$ cat src/rtl/mips_pkg.sv
// Shared MIPS core definitions: datapath widths, ALU class encodings and the
// packed control bundle carried down the pipeline.
package mips_pkg;

   localparam int unsigned DATA_W     = 32;
   localparam int unsigned REG_ADDR_W = 5;
   localparam int unsigned ALU_OP_W   = 3;
   localparam int unsigned FUNCT_W    = 6;

   localparam logic [ALU_OP_W-1:0] ALU_OP_ADD   = 3'b000;
   localparam logic [ALU_OP_W-1:0] ALU_OP_SUB   = 3'b001;
   localparam logic [ALU_OP_W-1:0] ALU_OP_RTYPE = 3'b010;
   localparam logic [ALU_OP_W-1:0] ALU_OP_ANDI  = 3'b011;
   localparam logic [ALU_OP_W-1:0] ALU_OP_ORI   = 3'b100;
   localparam logic [ALU_OP_W-1:0] ALU_OP_XORI  = 3'b101;
   localparam logic [ALU_OP_W-1:0] ALU_OP_SLTI  = 3'b110;

   typedef struct packed {
      logic                reg_write;
      logic                mem_to_reg;
      logic                mem_read;
      logic                mem_write;
      logic                branch;
      logic                alu_src;
      logic                reg_dst;
      logic [ALU_OP_W-1:0] alu_op;
   } ctrl_t;

   // Bubble bundle: nothing written, nothing accessed, ALU doing a harmless add.
   function automatic ctrl_t ctrl_bubble();
      ctrl_t c;
      c        = '0;
      c.alu_op = ALU_OP_ADD;
      return c;
   endfunction

endpackage

$ cat src/rtl/id_ex_ctrl_reg.sv
// ID/EX control-bundle and valid flops: inserts bubbles on flush or an empty
// decode slot, holds on stall.
module id_ex_ctrl_reg
   import mips_pkg::*;
(
   input  logic  clk,
   input  logic  rst,
   input  logic  stall,
   input  logic  flush,
   input  logic  id_valid,
   input  ctrl_t id_ctrl,
   output logic  ex_valid,
   output ctrl_t ex_ctrl
);

   logic bubble_c;

   // Flush wins over stall; an empty slot only becomes a bubble when not stalled.
   assign bubble_c = flush | (~stall & ~id_valid);

   always_ff @(posedge clk or posedge rst) begin
      if (rst) begin
         ex_valid <= 1'b0;
         ex_ctrl  <= '0;
      end else if (bubble_c) begin
         ex_valid <= 1'b0;
         ex_ctrl  <= ctrl_bubble();
      end else if (!stall) begin
         ex_valid <= 1'b1;
         ex_ctrl  <= id_ctrl;
      end
   end

endmodule

$ cat src/rtl/id_ex_reg.sv
// ID/EX pipeline register of the MIPS core. Optional bubble statistic counter
// is built only when ID_EX_PERF_EN is defined; otherwise the port reads zero.
module id_ex_reg #(
   parameter int unsigned DATA_W     = 32,
   parameter int unsigned REG_ADDR_W = 5,
   parameter int unsigned ALU_OP_W   = 3
) (
   input  logic                  clk,
   input  logic                  rst,
   input  logic                  stall,
   input  logic                  flush,
   input  logic                  id_valid,
   input  logic [DATA_W-1:0]     id_pc_plus4,
   input  logic [DATA_W-1:0]     id_rs_data,
   input  logic [DATA_W-1:0]     id_rt_data,
   input  logic [DATA_W-1:0]     id_imm_ext,
   input  logic [REG_ADDR_W-1:0] id_rs,
   input  logic [REG_ADDR_W-1:0] id_rt,
   input  logic [REG_ADDR_W-1:0] id_rd,
   input  logic [5:0]            id_funct,
   input  logic [ALU_OP_W-1:0]   id_alu_op,
   input  logic                  id_reg_write,
   input  logic                  id_mem_to_reg,
   input  logic                  id_mem_read,
   input  logic                  id_mem_write,
   input  logic                  id_branch,
   input  logic                  id_alu_src,
   input  logic                  id_reg_dst,
   output logic                  ex_valid,
   output logic [DATA_W-1:0]     ex_pc_plus4,
   output logic [DATA_W-1:0]     ex_rs_data,
   output logic [DATA_W-1:0]     ex_rt_data,
   output logic [DATA_W-1:0]     ex_imm_ext,
   output logic [REG_ADDR_W-1:0] ex_rs,
   output logic [REG_ADDR_W-1:0] ex_rt,
   output logic [REG_ADDR_W-1:0] ex_rd,
   output logic [5:0]            ex_funct,
   output logic [ALU_OP_W-1:0]   ex_alu_op,
   output logic                  ex_reg_write,
   output logic                  ex_mem_to_reg,
   output logic                  ex_mem_read,
   output logic                  ex_mem_write,
   output logic                  ex_branch,
   output logic                  ex_alu_src,
   output logic                  ex_reg_dst,
   output logic [31:0]           ex_bubble_count
);

   localparam int unsigned CTRL_OP_W = mips_pkg::ALU_OP_W;

   mips_pkg::ctrl_t id_ctrl;
   mips_pkg::ctrl_t ex_ctrl;
   logic            bubble_c;

   assign bubble_c = flush | (~stall & ~id_valid);

   always_comb begin
      id_ctrl            = '0;
      id_ctrl.reg_write  = id_reg_write;
      id_ctrl.mem_to_reg = id_mem_to_reg;
      id_ctrl.mem_read   = id_mem_read;
      id_ctrl.mem_write  = id_mem_write;
      id_ctrl.branch     = id_branch;
      id_ctrl.alu_src    = id_alu_src;
      id_ctrl.reg_dst    = id_reg_dst;
      id_ctrl.alu_op     = CTRL_OP_W'(id_alu_op);
   end

   id_ex_ctrl_reg u_ctrl (
      .clk      (clk),
      .rst      (rst),
      .stall    (stall),
      .flush    (flush),
      .id_valid (id_valid),
      .id_ctrl  (id_ctrl),
      .ex_valid (ex_valid),
      .ex_ctrl  (ex_ctrl)
   );

   assign ex_reg_write  = ex_ctrl.reg_write;
   assign ex_mem_to_reg = ex_ctrl.mem_to_reg;
   assign ex_mem_read   = ex_ctrl.mem_read;
   assign ex_mem_write  = ex_ctrl.mem_write;
   assign ex_branch     = ex_ctrl.branch;
   assign ex_alu_src    = ex_ctrl.alu_src;
   assign ex_reg_dst    = ex_ctrl.reg_dst;
   assign ex_alu_op     = ALU_OP_W'(ex_ctrl.alu_op);

   // Data and register-address fields, zeroed alongside the control bubble.
   always_ff @(posedge clk or posedge rst) begin
      if (rst) begin
         ex_pc_plus4 <= '0;
         ex_rs_data  <= '0;
         ex_rt_data  <= '0;
         ex_imm_ext  <= '0;
         ex_rs       <= '0;
         ex_rt       <= '0;
         ex_rd       <= '0;
         ex_funct    <= '0;
      end else if (bubble_c) begin
         ex_pc_plus4 <= '0;
         ex_rs_data  <= '0;
         ex_rt_data  <= '0;
         ex_imm_ext  <= '0;
         ex_rs       <= '0;
         ex_rt       <= '0;
         ex_rd       <= '0;
         ex_funct    <= '0;
      end else if (!stall) begin
         ex_pc_plus4 <= id_pc_plus4;
         ex_rs_data  <= id_rs_data;
         ex_rt_data  <= id_rt_data;
         ex_imm_ext  <= id_imm_ext;
         ex_rs       <= id_rs;
         ex_rt       <= id_rt;
         ex_rd       <= id_rd;
         ex_funct    <= id_funct;
      end
   end

`ifdef ID_EX_PERF_EN
   // Saturating count of bubble-loading edges.
   always_ff @(posedge clk or posedge rst) begin
      if (rst) begin
         ex_bubble_count <= 32'd0;
      end else if (bubble_c && (ex_bubble_count != 32'hFFFF_FFFF)) begin
         ex_bubble_count <= ex_bubble_count + 32'd1;
      end
   end
`else
   assign ex_bubble_count = 32'd0;
`endif

endmodule

$ cat config.mk
export PLATFORM = sky130hd
export DESIGN_NAME = id_ex_reg
export DESIGN_NICKNAME = d
export VERILOG_FILES = /design/src/rtl/mips_pkg.sv /design/src/rtl/id_ex_ctrl_reg.sv /design/src/rtl/id_ex_reg.sv
export SDC_FILE = /design/constraint.sdc
export NUM_CORES = 1
export LEC_CHECK = 0
export CORE_AREA = 4 4 138 140
export CTS_BUF_LIST = sky130_fd_sc_hd__clkbuf_16
export DETAILED_ROUTE_END_ITERATION = 8
export DIE_AREA = 0 0 142 144
export PLACE_DENSITY = 0.77
export SYNTH_ARGS = -nofsm -noshare
export SYNTH_HDL_FRONTEND = slang
export SYNTH_SLANG_ARGS = --single-unit
$ cat constraint.sdc
create_clock -name clk -period 10.15 [get_ports clk]
set_input_delay 2.03 -clock clk [delete_from_list [all_inputs] [get_ports clk]]
set_output_delay 2.03 -clock clk [all_outputs]
set_load 0.1 [all_outputs]
# ---- Word level (Yosys, flattened, before mapping)
# Cells that the tools add are included.
dict set report word_totals {
  elab_cells 42
  register_bits 160
}
dict set report classes {
  muxes 20
  n_bitwise 4
  n_eq_ne 1
}
# cell n
set ops {}
lappend ops {{32-bit two-way mux} 8}
lappend ops {{5-bit two-way mux} 6}
lappend ops {{10-bit two-way mux} 2}
lappend ops {{6-bit two-way mux} 2}
lappend ops {{1-bit two-way mux} 2}
lappend ops {{2-bit by 1-bit != test with 1-bit output (second input constant)} 1}
lappend ops {{1-bit NOT} 2}
lappend ops {{1-bit AND} 1}
lappend ops {{1-bit bitwise OR} 1}

# ---- Depth between registers and ports, before layout
dict set report depth {
  depth_word 4
  ltp_mapped 5
  mapped_depth_nobuf 2
}

# ---- Modules after synthesis
# Synthesis repeated with hierarchy kept, for this count alone.
dict set report hier_totals {
  hier_cells 589
  area_unflattened_um2 6761.5
}
# mod seq_area_each_um2 cells_each area_each_um2 n_inst
set by_module_without_submodules {}
lappend by_module_without_submodules {id_ex_reg 3728.6 541 6287.3 1}
lappend by_module_without_submodules {id_ex_ctrl_reg 275.3 48 474.2 1}

# ---- Worst setup path after synthesis
# Ideal clock, no wire load.
dict set report synth_path {
  kind {register to output}
  startpoint {register u_ctrl.ex_ctrl[0] (netlist name)}
  endpoint {output ex_alu_op[0]}
  path_stages_with_launch 1
  t_required_ns 8.120
  path_buffers 0
  arrival_ns 0.898
  path_slack_ns 7.222
  cell_sequence {dfrtp_1}
}
# item line
set synth_lines {}
lappend synth_lines {{to (decl)} id_ex_reg.sv:38} ;# output logic [ALU_OP_W-1:0] ex_alu_op,
# No word-level cell between the ends.

# ---- Worst setup path in the final report
dict set report layout_path {
  startpoint {register ex_rt_data[29]}
  endpoint {output ex_rt_data[29]}
}
# item line
set layout_lines {}
lappend layout_lines {{from (decl)} id_ex_reg.sv:32} ;# output logic [DATA_W-1:0] ex_rt_data,
lappend layout_lines {{from (signal assigned)} id_ex_reg.sv:112} ;# ex_rt_data <= id_rt_data;
# No word-level cell between the ends.

==> impl_metrics.env <==
export IMPL_status="complete, no violations"
export IMPL_n_antenna_cell=0
export IMPL_ys_ff_latch=160
export IMPL_ys_warn_count=0
export IMPL_first_pass_iters=7
export IMPL_place_hpwl_um=13560
export IMPL_slowest_delay_ns=1.17
export IMPL_yosys_area_share_simple_pct=13.92
export IMPL_grt_max_degree=126
export IMPL_cts_tree="built"
export IMPL_drtAntennaViolNets=0
export IMPL_fin_setup_tns_ns=0
export IMPL_cts_buffers_inserted=17
export IMPL_cts_sinks=160
export IMPL_via_count=5671
export IMPL_row_count=49
export IMPL_synth_top_cells_by_area="dfrtp_1 60%, a32o_1 12%, nand3b_1 9.1%"
export IMPL_dieArea_mm2=0.02045
export IMPL_fin_util_pct=58.27
export IMPL_fin_nets=1033
export IMPL_final_hold_viol_count=0
export IMPL_yosysTopAreaCell="dfrtp_1"
export IMPL_synth_compound_area_share_pct=17.66
export IMPL_grt_pass1_wl_um=29700
export IMPL_grt_antenna_before_repair=0
export IMPL_die_y_um=144
export IMPL_path_cells="clkdlybuf4s50_1"
export IMPL_crit_buf_inv=1
export IMPL_drtIter0Drc=341
export IMPL_htreeDepth=4
export IMPL_tightest_slew_ns=1.034
export IMPL_startpoint_type="flip-flop"
export IMPL_fin_skew_ns=0
export IMPL_netlist_area_mm2=0.006716
export IMPL_max_freq_ghz=0.2502
export IMPL_synth_common_cells="160 x dfrtp_1, 81 x a21oi_1, 81 x nand2_1, 81 x nand3b_1, 78 x a32o_1"
export IMPL_core_area_mm2=0.01784
export IMPL_cellPowerDensity_mw_per_mm2=163.0
export IMPL_drt_wl_total_um=19990
export IMPL_crit_family="buffers and inverters"
export IMPL_drv_cap=0
export IMPL_start_util_pct=37.65
export IMPL_syn_to_final_growth_pct=54.77
export IMPL_path_max_fanout=2
export IMPL_yosys_cell_count_top_type="dfrtp_1"
export IMPL_via_per_inst=5.104
export IMPL_grt_remaining_overflow=0
export IMPL_track_usage_pct=18.39
export IMPL_cp_end_kind="output port"
export IMPL_synth_distinct_cells=17
export IMPL_cts_clk_slew_worst_paths_ns=0.06
export IMPL_synth_edf_count=0
export IMPL_drt_wirelength_per_cell_um=17.99
export IMPL_period_minus_slack_ns=3.996
export IMPL_clock_latency_ns=0.41
export IMPL_synth_mux_area_share_pct=0.1490
export IMPL_drv_slew=0
export IMPL_pin_count=356
export IMPL_place_congestion=0.7864
export IMPL_crit_type="flip-flop to output port"
export IMPL_arrival_ns=1.97
export IMPL_period_share_pct=39.37
export IMPL_cts_root_buf="clkbuf_16"
export IMPL_synth_top_area_share_pct=59.61
export IMPL_relSlewSlack_pct=30.86
export IMPL_syn_inst=582
export IMPL_dp_cells=1079
export IMPL_drive_gt1_share_pct=4.875
export IMPL_yosysSeqAreaShare_pct=59.61
export IMPL_stdcell_count=1111
export IMPL_critPathSlowestCell="clkdlybuf4s50_1"
export IMPL_synth_top_family_by_area="compound AO/OA/AOI/OAI gates"
export IMPL_cts_buffer_depth=2
export IMPL_grt_pass1_vias=5461
export IMPL_post_route_drc_count=0
export IMPL_dieWidth_um=142
export IMPL_peakVddDrop_uv=114.6
export IMPL_setup_viol=0
export IMPL_holdWs_ns=0.4891
export IMPL_synth_xor_area_share_pct=0
export IMPL_placed_area_mm2=0.009847
export IMPL_critical_path_required_ns=8.12
export IMPL_rsz0062_at_grt="false"
export IMPL_cts_setup_buffers=0
export IMPL_leakage_nw=4.245
export IMPL_ys_flop_type="dfrtp_1"
export IMPL_final_cell_area_mm2=0.01040
export IMPL_async_reset_ff_share_pct=100.0
export IMPL_synth_adder_area_share_pct=0
export IMPL_io_buffers=323
export IMPL_min_path_type="flip-flop to flip-flop"
export IMPL_postSynthAreaPerCell_um2=11.54
export IMPL_post_cts_resize_count=0
export IMPL_holdBufCountCts=0
==> metal layers <==
metal / vias to the layer above / share of wire (%) / track usage (%)
met5: - / 0 / 0
met4: 0 / 2.2 / 5.960
met3: 27 / 9.1 / 6.978
met2: 264 / 50 / 30.96
met1: 2758 / 38 / 21.85
li1: 2622 / - / -
==> final timing paths <==
check,end,start,depth (start not counted),slack [ns]
setup / recovery,ex_rt_data[29],ex_rt_data[29],1,6.15
hold / removal,ex_funct[0],ex_funct[0],1,0.49
setup reg to reg,u_ctrl.ex_ctrl[6],u_ctrl.ex_ctrl[6],1,9.40
hold reg to reg,ex_funct[0],ex_funct[0],1,0.49
max in group asynchronous,ex_rs_data[26],rst,3,6.54
min in group asynchronous,ex_rs_data[27],rst,2,2.16
==> metrics by stage <==
stage          total power, mW  setup WS, ns
3_3_place_gp             1.112         6.045
6_report                 1.694         6.154
4_1_cts                  1.716         6.115
2_1_floorplan           0.9920         3.800
5_1_grt                  1.763         6.086
3_5_place_dp             1.115         6.046
==> registers in the layout (all words and copies together), names as in the netlist <==
name,count
ex_rt,5
ex_pc_plus4,32
ex_rs,5
u_ctrl.ex_ctrl,10
ex_rt_data,32
ex_rd,5
u_ctrl.ex_valid,1
ex_imm_ext,32
ex_rs_data,32
ex_funct,6
==> where the power goes <==
| group | internal (mW) | switching, mW | leakage (nW) | total (mW) |
|---|---|---|---|---|
| logic | 0.118 | 0.308 | 1.79 | 0.426 |
| clock network | 0.336 | 0.258 | 0.271 | 0.594 |
| registers | 0.661 | 0.0127 | 2.18 | 0.674 |
==> placed cells by master (no fill, tap or decap), drive strengths merged <==
master,instances
nor2,2
clkinv,8
clkbuf,17
nand2,81
nand3b,81
clkdlybuf4s50,320
a32o,78
mux2i,1
inv,6
bufinv,1
clkinvlp,2
buf,10
conb,32
nor2b,2
dfrtp,160
a21oi,81
==> kinds of logic (layout without fill, tap and decap cells) <==
kind of cell	count (synthesis)	in the layout
flops	160	160
compound gates	159	159
other cells	1	32
mux	1	1
buf+inv	95	364
simple gates	166	166
==> area by class of cell <==
class,instances,area (µm²)
Fill cell,1527,7446
Sequential cell,160,4004
Clock buffer,17,425.4
Clock inverter,15,122.6
Inverter,2,12.51
Multi-Input combinational cell,358,2266
Tap cell,229,286.5
Timing Repair Buffer,330,3278
No activity file was read; power rests on OpenSTA's default activity.
